`src/rtl/key_repeat_ctrl.sv`:
```
// key_repeat_ctrl: turns the debounced key level into key events.
// One pulse on press; while held with repetition enabled, a further pulse
// after DELAY_TICKS CE ticks and then one every PERIOD_TICKS CE ticks.
module key_repeat_ctrl #(
    parameter int CNT_BITS     = 4,
    parameter int DELAY_TICKS  = 10,
    parameter int PERIOD_TICKS = 3
) (
    input  logic CLK,
    input  logic CLR,
    input  logic CE,
    input  logic KEY_EN,
    input  logic REP_EN,
    output logic KEY_PULSE,
    output logic KEY_HELD,
    output logic REPEATING
);

    typedef enum logic [1:0] {
        IDLE   = 2'd0,
        DELAY  = 2'd1,
        REPEAT = 2'd2,
        HOLD   = 2'd3
    } state_t;

    // Reload values: the counter expires when it reads zero, so load N-1
    // to get exactly N ticks between pulses.
    localparam logic [CNT_BITS-1:0] DELAY_LOAD  = CNT_BITS'(DELAY_TICKS - 1);
    localparam logic [CNT_BITS-1:0] PERIOD_LOAD = CNT_BITS'(PERIOD_TICKS - 1);
    localparam logic [CNT_BITS-1:0] CNT_ONE     = CNT_BITS'(1);

    state_t              state_q, state_d;
    logic [CNT_BITS-1:0] cnt_q, cnt_d;
    logic                armed_q, armed_d;
    logic                pulse_q, pulse_d;
    logic                held_q, held_d;
    logic                rep_q, rep_d;

    // Next-state, counter and event decode; everything holds unless CE is set,
    // except the pulse which defaults low so it is only ever one cycle wide.
    always_comb begin
        state_d = state_q;
        cnt_d   = cnt_q;
        armed_d = armed_q;
        pulse_d = 1'b0;
        if (CE) begin
            // A key must be seen released on at least one tick before a press
            // counts, so a key held through reset does not fire.
            armed_d = ~KEY_EN;
            case (state_q)
                IDLE: begin
                    if (KEY_EN && armed_q) begin
                        pulse_d = 1'b1;
                        cnt_d   = DELAY_LOAD;
                        state_d = DELAY;
                    end
                end
                DELAY: begin
                    if (!KEY_EN) begin
                        state_d = IDLE;
                    end else if (cnt_q == '0) begin
                        if (REP_EN) begin
                            pulse_d = 1'b1;
                            cnt_d   = PERIOD_LOAD;
                            state_d = REPEAT;
                        end else begin
                            state_d = HOLD;
                        end
                    end else begin
                        cnt_d = cnt_q - CNT_ONE;
                    end
                end
                REPEAT: begin
                    if (!KEY_EN) begin
                        state_d = IDLE;
                    end else if (!REP_EN) begin
                        state_d = HOLD;
                    end else if (cnt_q == '0) begin
                        pulse_d = 1'b1;
                        cnt_d   = PERIOD_LOAD;
                    end else begin
                        cnt_d = cnt_q - CNT_ONE;
                    end
                end
                HOLD: begin
                    // Repetition only restarts with a fresh press.
                    if (!KEY_EN) begin
                        state_d = IDLE;
                    end
                end
                default: state_d = IDLE;
            endcase
        end
        // Status outputs are decodes of the next state so they change on the
        // same edge as the state register.
        held_d = (state_d != IDLE);
        rep_d  = (state_d == REPEAT);
    end

    // State, counter, arm flag and registered outputs.
    always_ff @(posedge CLK or negedge CLR) begin
        if (!CLR) begin
            state_q <= IDLE;
            cnt_q   <= '0;
            armed_q <= 1'b0;
            pulse_q <= 1'b0;
            held_q  <= 1'b0;
            rep_q   <= 1'b0;
        end else begin
            state_q <= state_d;
            cnt_q   <= cnt_d;
            armed_q <= armed_d;
            pulse_q <= pulse_d;
            held_q  <= held_d;
            rep_q   <= rep_d;
        end
    end

    assign KEY_PULSE = pulse_q;
    assign KEY_HELD  = held_q;
    assign REPEATING = rep_q;

endmodule

```
`config.mk`:
```
export PLATFORM = sky130hd
export DESIGN_NAME = key_repeat_ctrl
export DESIGN_NICKNAME = d
export VERILOG_FILES = /design/src/rtl/key_repeat_ctrl.sv
export SDC_FILE = /design/constraint.sdc
export NUM_CORES = 1
export LEC_CHECK = 0
export CAP_MARGIN = 20
export CELL_PAD_IN_SITES_DETAIL_PLACEMENT = 1
export CELL_PAD_IN_SITES_GLOBAL_PLACEMENT = 2
export CORE_MARGIN = 2
export CORE_UTILIZATION = 37
export DETAILED_ROUTE_END_ITERATION = 16
export PLACE_DENSITY_LB_ADDON = 0.1
export SYNTH_ARGS = -nofsm -noshare
export SYNTH_HDL_FRONTEND = slang
export SYNTH_SLANG_ARGS = --single-unit
```
`constraint.sdc`:
```
create_clock -name CLK -period 4.35 [get_ports CLK]
set_input_delay 0.87 -clock CLK [delete_from_list [all_inputs] [get_ports CLK]]
set_output_delay 0.87 -clock CLK [all_outputs]
set_load 0.005 [all_outputs]
```
# After elaboration in Yosys (flattened, before gate mapping)
# Cells that the tools add are included.
[word_totals] input_bits=5 wordCells=49 regBits=10 output_inout_bits=3
[classes] bitwise=1 add_sub_neg=1 n_reduce_logical=6 n_eq_ne=9 n_mux=26
[ops] operator="2-to-1 mux 4 bit" count=7
[ops] operator="2-to-1 mux 2 bit" count=7
[ops] operator="case mux 4 bit (3 select lines)" count=1
[ops] operator="2-to-1 mux 1 bit" count=9
[ops] operator="inequality test 2 bit (second input constant)" count=4
[ops] operator="case mux 2 bit (4 select lines)" count=1
[ops] operator="AND reduction 7 bit" count=1
[ops] operator="equality test 2 bit (second input constant)" count=3
[ops] operator="zero test 4 bit" count=1
[ops] operator="subtractor 4 x 1 -> 4 bit (second input constant)" count=1
[ops] operator="inequality test 3 bit (second input constant)" count=1
[ops] operator="case mux 1 bit (3 select lines)" count=1
[ops] operator="nonzero test 3 bit" count=1
[ops] operator="equality test 2 x 1 -> 1 bit (second input constant)" count=1
[ops] operator="zero test 2 bit" count=1
[ops] operator="nonzero test 2 bit" count=1
[ops] operator="logical AND 1 bit" count=1
[ops] operator="inverter 1 bit" count=1

# Depth between registers and ports, before layout
[logic_depth] depth_word=6 mapped_depth=6 ltp_nobuf=6

# Worst setup path after synthesis
# OpenSTA, ideal clock, no wires.
[synth_timing] path_kind="input to register" start="input KEY_EN" end="register cnt_q[0]" t_required_ns=4.225 n_path_buf=0 arrival_time_ns=1.799 setup_ns=0.125 cell_stages=4 setup_slack_ns=2.426 cell_sequence="o21ba_4 a2111oi_4 nand2_2 mux2_4"
[synth_via] elab_chain_len=3 elab_cells_between_ends=5 cone_classes="eq/ne (3); reduce/logical (2)"
[synth_lines] item="start, declared" line_no="12" source="input logic KEY_EN,"
[synth_lines] item="logical AND 1 bit" line_no="52" source="if (KEY_EN && armed_q) begin"
[synth_lines] item="inequality test 2 bit (no source line)"
[synth_lines] item="AND reduction 7 bit (no source line) (*)"
[synth_lines] item="end signal, assigned" line_no="111" source="cnt_q <= cnt_d;"
[synth_lines] item="end, declared" line_no="33" source="logic [CNT_BITS-1:0] cnt_q, cnt_d;"
# Every way passes the cells marked *; elsewhere a longest branch is shown, timed or not.
# A chain may end at the register's enable or synchronous reset.

# Final worst setup path
# Ends and elaborated chain as after synthesis.

==> Flow_metrics.wiki <==
{| class="wikitable"
! Metric !! Value
|-
| RR Startpoint || state_q[0]$_DFF_PN0_
|-
| Area overhead of the layout relative to synthesis || 20.56%
|-
| Commonest non-fill, non-tap cell in the layout || dfrtp_1
|-
| Maximum clock insertion buffer count || 2
|-
| First-pass GRT wire length || 2270 um
|-
| Number of synthesis warnings || 0
|-
| Number of buffers inserted for hold repair after clock tree synthesis || 0
|-
| Total routed wirelength || 1357 um
|-
| Met1 Wirelength || 609 um
|-
| Library cell used as clock root buffer || clkbuf_4
|-
| Detailed Routing Iterations Pass 1 || 4
|-
| Register-to-register setup slack || 2330 ps
|-
| Relative slew slack || 0.7164
|-
| Filler instances || 186
|-
| CTS Sinks || 10
|-
| Final antenna diode count || 0
|-
| Placed wire-length estimate || 1123 um
|-
| Hold Fails Final Rpt || 0
|-
| Class of the tightest hold or removal check || flip-flop to flip-flop
|-
| Crit-path max FO || 7
|-
| Clock transition at the registers of the reported paths || 70 ps
|-
| Post-synthesis cell area || 669.4 sq um
|-
| PostCTS Resize Cnt || 0
|-
| Height of the chip || 46.54 um
|-
| Setup violations, final || 0
|-
| Port Buf Inserts || 7
|-
| Post-Syn Nets || 74
|-
| Max-Cap Viols || 0
|-
| Effective utilization at floorplan || 0.3919
|-
| CP required || 4510 ps
|-
| DRC Markers || 0
|-
| Global-route total usage across every layer || 0.1573
|-
| Start point of the critical path || KEY_EN
|-
| Peak supply drop || 0.0002614 V
|-
| Minimum period implied by the final worst setup slack || 2342 ps
|-
| Fin worst setup slack || 2008 ps
|-
| Highest routing layer actually used || met4
|-
| Worst Setup Slack post-DPL || 1717 ps
|-
| Hold path endpoint || cnt_q[1]$_DFFE_PN0P_
|-
| Final Cell Area || 807.0 sq um
|-
| Skew-Pair Late Insertion Delay || 280 ps
|-
| Placeable core area || 1708 sq um
|-
| Area of the multi-input gates || 389.1 sq um
|-
| Initial antenna violation count || 0
|-
| Inserted Clock Buffers || 3
|-
| Worst hold path cell count || 2
|-
| Die X || 46.54 um
|-
| Count of standard-cell rows || 15
|-
| Overflow left after global routing || 0
|-
| Capturing point of the worst reg2reg path || cnt_q[0]$_DFFE_PN0P_
|-
| Vias || 488
|-
| Synthesized instance count || 62
|-
| Library cells used by synthesis || 29
|-
| Vias in the first global route || 515
|-
| Met2 wire len || 686 um
|-
| Combined flip-flop and latch cell area || 250.2 sq um
|-
| Instance area after placement || 770.7 sq um
|-
| RePlAce Congestion || 0.7666
|-
| Number of flip-flops and latches in the synthesized netlist || 10
|-
| Worst R2R Path Depth || 6
|-
| Commonest cells after routing, fill and taps aside || 10 x dfrtp_1, 8 x inv_1, 7 x ha_1, 7 x clkdlybuf4s50_1, 4 x nand2_1
|-
| Sort of element at the end of the critical path || flip-flop
|-
| Share of the clock period used by the worst path after layout || 0.5384
|-
| Highest achievable clock rate || 427.0 MHz
|-
| Vias per std cell || 4.980
|-
| Setup skew after layout || 6.197 ps
|-
| RSZ-0062 raised after global routing || no
|-
| Tightest hold margin || 561.6 ps
|-
| Portion of the post-synthesis area used by sequential elements || 0.3738
|-
| Leakage Power || 0.0003527 uW
|-
| Met3 wire length || 45 um
|-
| Worst EP arrival || 2510 ps
|-
| Cell area power density || 500.3 nW/um^2
|-
| Number of nets in the final layout || 86
|-
| Critical path class || input pin to flip-flop
|-
| Fraction of final layout cells sized beyond drive strength 1 || 0.1233
|-
| Total setup buffers inserted after CTS || 0
|-
| Nature of the critical path startpoint || input pin
|-
| Count of nets left with antenna violations after detail routing || 0
|-
| TritonCTS clock tree || built
|-
| WL/cell || 13.85 um
|-
| Total Negative Setup Slacks || 0 ps
|-
| Top-level I/O count || 8
|-
| Largest net degree at the start of global routing || 11
|-
| Max Slew Vio Count || 0
|-
| Starting DRT DRC Count || 10
|-
| Mean cell area of the mapped netlist || 10.80 sq um
|-
| Pin slew with the least headroom to its limit || 424.0 ps
|-
| Outcome || completed
|-
| H-tree depth || 1
|-
| Die Outline Area || 2166 sq um
|-
| Min-delay src || cnt_q[1]$_DFFE_PN0P_
|}
## worst max-delay path: stages
cell             delay (ps)
clkdlybuf4s50_1         580
o21ba_4                 190
a2111oi_4               400
nand2_2                 150
mux2_4                  310
## report_power, final
group	internal (uW)	total, uW	switching, uW
Clock	50.9	84.9	33.9
Sequential	119	143	24.1
Combinational	92.6	176	83.3
Total	262	404	141
## worst max-delay path by stage
stage                      endpoint  depth (start not counted)
3_3_place_gp   cnt_q[0]$_DFFE_PN0P_                          5
4_1_cts        cnt_q[0]$_DFFE_PN0P_                          5
6_report       cnt_q[0]$_DFFE_PN0P_                          5
2_1_floorplan  cnt_q[0]$_DFFE_PN0P_                          4
5_1_grt        cnt_q[0]$_DFFE_PN0P_                          5
3_5_place_dp   cnt_q[0]$_DFFE_PN0P_                          5
## through the flow
stage                 util  power, uW  std cells
finish              0.4725      403.7         98
global route        0.4725      437.6         98
CTS                 0.4725      409.5         98
detailed placement  0.4513      323.4         94
floorplan                -      270.5         62
global placement    0.4513      322.0         94
## cell families after synthesis
group,count (synthesis),share of synthesized area
AO/OA/AOI/OAI,18,0.2542
flip-flops,10,0.3738
adder cells (fa/ha/maj),7,0.1308
multiplexers,2,0.03738
buffers and inverters,8,0.04486
AND/OR/NAND/NOR,17,0.1589
## per-layer routing
| layer | up-vias | track usage |
|---|---|---|
| li1 | 247 | - |
| met1 | 235 | 0.1758 |
| met2 | 4 | 0.2611 |
| met3 | 2 | 0.07059 |
| met4 | 0 | 0.05714 |
| met5 | - | 0 |
## final cells by class
type                       instances  area share
sequential                        10      0.3101
inverter                           8     0.03721
multi-input combinational         44      0.4822
tap                               25     0.03876
clock buffer                       4     0.04496
timing repair buffer               7     0.08682
## registers in the layout (all words and copies together), names as in the netlist
name,flops
KEY_HELD,1
KEY_PULSE,1
REPEATING,1
armed_q,1
cnt_q,4
state_q,2
## cell usage after synthesis (all sizes together)
| cell type | count | share of area |
|---|---|---|
| o21ba | 1 | 0.024 |
| o311ai | 1 | 0.013 |
| a21boi | 1 | 0.011 |
| nor3 | 2 | 0.015 |
| o21ai | 4 | 0.030 |
| nor3b | 3 | 0.034 |
| nand2 | 5 | 0.032 |
| o21a | 1 | 0.011 |
| a32o | 1 | 0.015 |
| dfrtp | 10 | 0.37 |
| and4bb | 1 | 0.019 |
| a32oi | 1 | 0.013 |
| inv | 8 | 0.045 |
| o21bai | 1 | 0.017 |
| a2bb2oi | 1 | 0.013 |
| o2bb2ai | 1 | 0.013 |
| nand3b | 2 | 0.022 |
| a2111oi | 1 | 0.041 |
| nand2b | 2 | 0.019 |
| mux2i | 1 | 0.015 |
| a22o | 2 | 0.026 |
| nor2b | 1 | 0.0094 |
| o31a | 1 | 0.013 |
| mux2 | 1 | 0.022 |
| o2111ai | 1 | 0.013 |
| ha | 7 | 0.13 |
| or3 | 1 | 0.0094 |
Note: power is estimated with default switching activity, not from simulation.
